<file path="src/rtl/regfile_wb_arbiter.sv">
// ---------------------------------------------------------------------------
// regfile_wb_arbiter
//
// Arbitrates two register-file writeback ports into a single write port and
// maintains a per-register "write outstanding" scoreboard.
//
// Port 0 (pipeline writeback) normally wins contention. Port 1 (multi-cycle
// unit) is forced to win once it has been denied STARVE_MAX cycles in a row.
// Accepted writes appear on the registered rf_* outputs one cycle later.
// Writes to register 0 are accepted but never enable the register file.
//
// Parameters
//   STARVE_MAX  consecutive denials of port 1 before it is forced (1..15)
//
// Ports
//   clk, reset              clock, synchronous active-high reset
//   wb0_valid/addr/data     port 0 write request
//   wb0_ready               port 0 grant (combinational)
//   wb1_valid/addr/data     port 1 write request
//   wb1_ready               port 1 grant (combinational)
//   pend_set, pend_addr     mark a register as having an outstanding write
//   rf_we/rf_waddr/rf_wdata registered register-file write port
//   busy                    scoreboard, bit n = register n write outstanding
// ---------------------------------------------------------------------------
module regfile_wb_arbiter #(
  parameter int unsigned STARVE_MAX = 3
) (
  input  logic        clk,
  input  logic        reset,
  input  logic        wb0_valid,
  input  logic [4:0]  wb0_addr,
  input  logic [31:0] wb0_data,
  output logic        wb0_ready,
  input  logic        wb1_valid,
  input  logic [4:0]  wb1_addr,
  input  logic [31:0] wb1_data,
  output logic        wb1_ready,
  input  logic        pend_set,
  input  logic [4:0]  pend_addr,
  output logic        rf_we,
  output logic [4:0]  rf_waddr,
  output logic [31:0] rf_wdata,
  output logic [31:0] busy
);

  logic [3:0]  starve_cnt_reg;
  logic [3:0]  starve_cnt_next;
  logic        force_p1;
  logic        grant0;
  logic        grant1;
  logic        xfer;
  logic [4:0]  xfer_addr;
  logic [31:0] xfer_data;

  logic        rf_we_reg;
  logic [4:0]  rf_waddr_reg;
  logic [31:0] rf_wdata_reg;

  // Register 0 is never tracked, so only bits 31..1 hold state.
  logic [31:1] busy_reg;
  logic [31:1] busy_next;

  // -------------------------------------------------------------------------
  // Grant selection and starvation counter
  // -------------------------------------------------------------------------
  always_comb begin
    force_p1        = (starve_cnt_reg == 4'(STARVE_MAX));
    grant0          = 1'b0;
    grant1          = 1'b0;
    starve_cnt_next = 4'd0;

    // No grants while reset is held, so nothing can transfer that cycle.
    if (!reset) begin
      if (wb0_valid && wb1_valid) begin
        grant1 = force_p1;
        grant0 = !force_p1;
      end else begin
        grant0 = wb0_valid;
        grant1 = wb1_valid;
      end
    end

    // Counter can never pass STARVE_MAX: at that value port 1 is granted.
    if (wb1_valid && !grant1) begin
      starve_cnt_next = starve_cnt_reg + 4'd1;
    end

    xfer      = grant0 | grant1;
    xfer_addr = grant1 ? wb1_addr : wb0_addr;
    xfer_data = grant1 ? wb1_data : wb0_data;
  end

  assign wb0_ready = grant0;
  assign wb1_ready = grant1;

  always_ff @(posedge clk) begin
    if (reset) begin
      starve_cnt_reg <= 4'd0;
    end else begin
      starve_cnt_reg <= starve_cnt_next;
    end
  end

  // -------------------------------------------------------------------------
  // Registered register-file write port
  // -------------------------------------------------------------------------
  always_ff @(posedge clk) begin
    if (reset) begin
      rf_we_reg    <= 1'b0;
      rf_waddr_reg <= 5'd0;
      rf_wdata_reg <= 32'd0;
    end else begin
      // A write to r0 completes the handshake but is discarded here.
      rf_we_reg <= xfer && (xfer_addr != 5'd0);
      if (xfer) begin
        rf_waddr_reg <= xfer_addr;
        rf_wdata_reg <= xfer_data;
      end
    end
  end

  assign rf_we    = rf_we_reg;
  assign rf_waddr = rf_waddr_reg;
  assign rf_wdata = rf_wdata_reg;

  // -------------------------------------------------------------------------
  // Scoreboard: a same-cycle pend_set beats the clearing writeback, so a
  // newly issued instruction's outstanding write is never lost.
  // -------------------------------------------------------------------------
  generate
    for (genvar gi = 1; gi < 32; gi++) begin : g_busy
      assign busy_next[gi] = (pend_set && (pend_addr == 5'(gi))) ||
                             (busy_reg[gi] && !(xfer && (xfer_addr == 5'(gi))));
    end
  endgenerate

  always_ff @(posedge clk) begin
    if (reset) begin
      busy_reg <= '0;
    end else begin
      busy_reg <= busy_next;
    end
  end

  assign busy = {busy_reg, 1'b0};

endmodule
</file>
<file path="config.mk">
export PLATFORM = sky130hd
export DESIGN_NAME = regfile_wb_arbiter
export DESIGN_NICKNAME = d
export VERILOG_FILES = /design/src/rtl/regfile_wb_arbiter.sv
export SDC_FILE = /design/constraint.sdc
export NUM_CORES = 1
export LEC_CHECK = 0
export BUFFER_PORTS_ARGS = -buffer_cell sky130_fd_sc_hd__buf_2
export CORE_MARGIN = 5
export CORE_UTILIZATION = 42
export DETAILED_ROUTE_END_ITERATION = 7
export GPL_TIMING_DRIVEN = 0
export PLACE_DENSITY = 0.76
export SYNTH_ARGS = -nofsm -noshare
export SYNTH_HDL_FRONTEND = slang
export SYNTH_SLANG_ARGS = --single-unit
</file>
<file path="constraint.sdc">
create_clock -name clk -period 1.8 [get_ports clk]
set_input_delay 0.27 -clock clk [delete_from_list [all_inputs] [get_ports clk]]
set_output_delay 0.27 -clock clk [all_outputs]
set_load 0.03 [all_outputs]
</file>
Word-level counts from Yosys, hierarchy flattened. Index checks and enable logic that the tools add are counted.

Bits in registers: 73. Input port bits: 84. Output and inout port bits: 72. Word-level logic and storage cells: 239.

$add $sub $neg: 1. Equal/unequal tests: 63. Mux-type cells: 6. Bitwise gates (word level): 2. Reductions and logical operators: 162.

Operator list (count): $eq A5 B5 Y1 const B (32); $logic_and A1 B1 Y1 (96); $eq A5 B4 Y1 const B (16); $eq A5 B3 Y1 const B (8); $logic_not A1 Y1 (33); $mux W32 (1); $logic_or A1 B1 Y1 (31); $eq A5 B2 Y1 const B (4); $eq A5 B1 Y1 const B (2); $mux W5 (1); $reduce_bool A5 Y1 (1); $add A4 B1 Y4 const B (1); $eq A4 B2 Y1 const B (1); $mux W1 (4); $reduce_or A2 Y1 (1); $not A1 Y1 (1); $or A1 B1 Y1 (1).

Depth between registers and ports, before layout.
Word-level depth: 9. Mapped depth: 8. Gate-level depth less buffers: 6.

Worst setup path after synthesis. No wires, ideal clock.

Path kind: flip-flop to flip-flop. Start point: register starve_cnt_reg[0]. End point: register busy_reg[12] (netlist bit). Library setup time: 0.117 ns. Arrival: 1.872 ns. Required time: 1.683 ns. Setup slack: -0.189 ns. Stages on the path, launching flop included: 7. Buffers on the path: 0. Period minus slack after synthesis: 1.989 ns. Cells stage by stage: dfxtp_1 > ha_1 > or3b_4 > a21boi_4 > mux2_2 > a21o_1 > a32o_1.

Word-level cells in the longest chain between the ends: 9. Elaborated cells on any way between the ends: 13. Classes of those cells: eq/ne: 2; mux: 5; bitwise: 1; reduce/logical: 5.

Ends and longest elaborated chain: from (decl) (RTL line 46) `logic [3:0] starve_cnt_reg;`; from (signal assigned) (RTL line 100) `starve_cnt_reg <= starve_cnt_next;`; $eq A4 B2 Y1 * (RTL line 67) `force_p1 = (starve_cnt_reg == 4'(STARVE_MAX));`; $mux W1 or $logic_not A1 Y1 (tied branches) (RTL line 74, 76); $mux W1 (on tied branches) (RTL line 73, 74); $mux W5 or $mux W1 (tied branches) (RTL line 89, 73); $eq A5 B4 Y1 or $or A1 B1 Y1 (tied branches) (RTL line 133, 88); $logic_and A1 B1 Y1 * (RTL line 133) `(busy_reg[gi] && !(xfer && (xfer_addr == 5'(gi))));`; $logic_not A1 Y1 * (RTL line 133); $logic_and A1 B1 Y1 * (RTL line 133); $logic_or A1 B1 Y1 * (RTL line 132) `assign busy_next[gi] = (pend_set && (pend_addr == 5'(gi))) ||`; to (signal assigned) (RTL line 141) `busy_reg <= busy_next;`; to (decl) (RTL line 60) `logic [31:1] busy_reg;`.

Mark *: on every way between the ends. The rest lies on a longest branch, timed or not. A chain may end at the register's enable or synchronous reset.

Final worst setup path. Same ends and word-level chain as after synthesis.

==> flow_summary.ini <==
[grt]
antenna_found_initial = 0
grt_pass1_vias = 3565
grt_max_degree = 13
grt_usage_pct = 21.8
grt_pass1_wl_mm = 17.5
overflow = 0

[setup_path]
ff2ff_path_depth = 8
worst-endpoint-arrival_ns = 2.40
worstSetupEndpointType = register
worstReg2RegStart = starve_cnt_reg[0]$_SDFF_PP0_
ff2ff_setup_slack_ns = -0.35
required_ns = 2.05
startpoint_type = register
worstSetupPathType = reg -> reg
r2r-end = busy_reg[12]$_SDFF_PP0_
cp_max_fo = 7

[sta]
final_max_slew_viol_count = 0
finClkSkew_ns = 0.00998
period_share_pct = 119
clock.fmax_ghz = 0.465
rsz0062_at_grt = true
tns_ns = -11.28
finalCriticalPeriod_ns = 2.15
slew_headroom_pct = 55.9
setup_ws_ns = -0.350
setup_violations = 57
timing_hold_violations_final = 0
worst_pin_slew_ns = 0.661

[floorplan]
initial_core_util_pct = 43.5
ioPinCount = 156
die_w_um = 99.9
row_count = 32
die_y_um = 99.9
die-area_mm2 = 0.00998
fp.coreArea_mm2 = 0.00781

[power]
irDropWorstVdd_mv = 0.444
p_leak_nw = 2.19
powerDensity_mw_per_mm2 = 734

[place]
dpl.hpwl_mm = 8.50
io_buffers = 151
dp_cells = 638
finalWeightedCongestion = 0.982

[yosys]
async_reset_ff_share_pct = 0
synth-edff-count = 0
yosysSeqAreaShare_pct = 43.0
synthCells = 385
syn_nets = 470
yosys.area.top_type = dfxtp_1
ys_ff_latch = 73
yosys-top-cells-area = dfxtp_1 43%, o21ai_0 6.3%, a22oi_1 5.7%
yosys_warnings = 0
synth_top_flop_cell = dfxtp_1
syn_area_mm2 = 0.00340
ys_types = 47
syn_avg_cell_area_um2 = 8.82
synth_top_area_share_pct = 43.0

[route]
vias = 3749
drc = 0
firstDrtPassIters = 5
routedWlPerCell_um = 17.3
drt_iter0_drc = 190
drtAntennaViolNets = 0
routed_via_density = 5.55
wl_mm = 11.7

[hold_path]
hold_class = in -> reg
hold_end = rf_wdata[10]$_SDFFE_PP0P_
min_from = wb0_data[10]
hold_depth = 3

[cts]
hold_buffers = 0
htree_levels = 3
clk_latency_ns = 0.34
cts.path.max_buffers = 2
clk_pin_slew_ns = 0.08
cts_tree = built
numCtsBuffers = 9
cts_sinks = 73
cts_root_buffer = clkbuf_8

[status]
violations = setup timing
status = finished, violations left

[finish]
num_antenna_cells = 0
syn2layout_area_growth_pct = 48.7
drive_gt1_share_pct = 44.9
utilization_pct = 64.7
stdcell_count = 675
largest_reg_flops = 32
layout.nets = 654

[flow_run]
cap_viol_max_count = 0
[timing repair]
action,4_1_cts,5_1_grt
gates resized for setup,30,75
endpoints found under the hold margin,0,0
setup buffers,9,12
gates cloned,0,1
pin swaps,4,56
endpoints found under the setup margin,56,59
[per-layer routing]
layer / track usage, % / wire [um]
met3: 4.93 / 1040
met4: 6.09 / 174
met1: 27.6 / 4780
met2: 37.1 / 5700
met5: 0 / 0
[worst max-delay path, cell delays in order, from the launching register on]
cell and delay (ns):
dfxtp_2 0.35, ha_4 0.15, or3b_4 0.40, a21boi_4 0.17, buf_4 0.13, buf_4 0.09, mux2_4 0.34, a21o_1 0.17
a32o_1 0.24
[where the power goes]
group	total (W)	internal, W	switching (W)
logic	0.000839	0.000329	0.000510
clock network	0.00113	0.000524	0.000603
registers	0.00174	0.00169	0.0000468
[area by class of cell]
type / instances / area (um2)
Inverter: 9 / 33.8
Sequential cell: 73 / 1460
Timing Repair Buffer: 173 / 1040
Buffer: 30 / 194
Multi-Input combinational cell: 273 / 2020
Clock buffer: 10 / 138
Fill cell: 634 / 2760
Clock inverter: 5 / 32.5
Tap cell: 102 / 128
[cells in the mapped netlist, types with 2 or more instances]
cell type / number
nor2_1: 26
dfxtp_1: 73
clkbuf_1: 16
nor3_1: 8
mux2_2: 3
a211oi_1: 13
nand4b_1: 4
buf_4: 2
buf_1: 4
nor4b_1: 4
o211ai_1: 10
o21ai_0: 43
mux2i_1: 16
nor2b_1: 5
buf_2: 3
and2b_1: 5
o32ai_1: 5
a21o_1: 3
inv_1: 9
a21oi_1: 12
nand3_1: 10
buf_6: 3
and2_1: 2
o31ai_1: 4
a22oi_1: 26
mux2i_2: 2
nand2_1: 42
nand2b_1: 4
a32o_1: 10
[metrics by stage]
step | total power, W | hold WS [ns] | cell area [um2] | setup slack, ns
after floorplan | 0.00221 | 0.379 | 3470 | -0.0655
after global placement | 0.00247 | 0.427 | 4350 | -0.406
after detailed placement | 0.00248 | 0.434 | 4350 | -0.421
after CTS | 0.00364 | 0.113 | 4690 | -0.347
after global routing | 0.00388 | 0.128 | 5050 | -0.410
final | 0.00371 | 0.135 | 5050 | -0.350
[cell usage in the layout, fill, tap and decap left out, types with 3 or more instances in the layout]
master,n
a211oi_1,12
a21o_1,3
a21oi_1,8
a21oi_2,4
a22oi_1,9
a22oi_2,17
a32o_1,10
and2b_1,5
buf_1,3
buf_12,7
buf_2,152
buf_4,13
buf_6,6
buf_8,5
clkbuf_1,15
clkbuf_8,10
clkinvlp_4,3
dfxtp_1,71
inv_1,9
mux2_4,3
mux2i_1,12
mux2i_4,5
nand2_1,40
nand2b_1,3
nand3_1,10
nand4b_1,4
nor2_1,26
nor2b_1,5
nor3_1,8
nor4b_1,4
o211ai_1,10
o21ai_1,33
o21ai_2,8
o31ai_1,4
o32ai_2,3
[cells by family after synthesis]
logic type | Yosys count | synth area share, %
AOI/OAI and AO/OA | 133 | 26.8
and+or+nand+nor | 114 | 16.5
DFF | 73 | 43.0
buffers and inverters | 39 | 5.67
muxes | 22 | 6.96
xor gates and xnor gates | 2 | 0.516
adders and majority gates | 1 | 0.368
other | 1 | 0.110
[worst max-delay path by stage]
stage                                  from                      end  slack, ns  depth (start not counted)
2_1_floorplan  starve_cnt_reg[1]$_SDFF_PP0_  busy_reg[12]$_SDFF_PP0_      -0.07                          6
3_3_place_gp   starve_cnt_reg[0]$_SDFF_PP0_  busy_reg[21]$_SDFF_PP0_      -0.41                          6
3_5_place_dp   starve_cnt_reg[0]$_SDFF_PP0_  busy_reg[21]$_SDFF_PP0_      -0.42                          6
4_1_cts        starve_cnt_reg[0]$_SDFF_PP0_                wb1_ready      -0.35                          7
5_1_grt        starve_cnt_reg[0]$_SDFF_PP0_  busy_reg[12]$_SDFF_PP0_      -0.41                          8
6_report       starve_cnt_reg[0]$_SDFF_PP0_  busy_reg[12]$_SDFF_PP0_      -0.35                          8
Power figures use the tool's default switching activity.
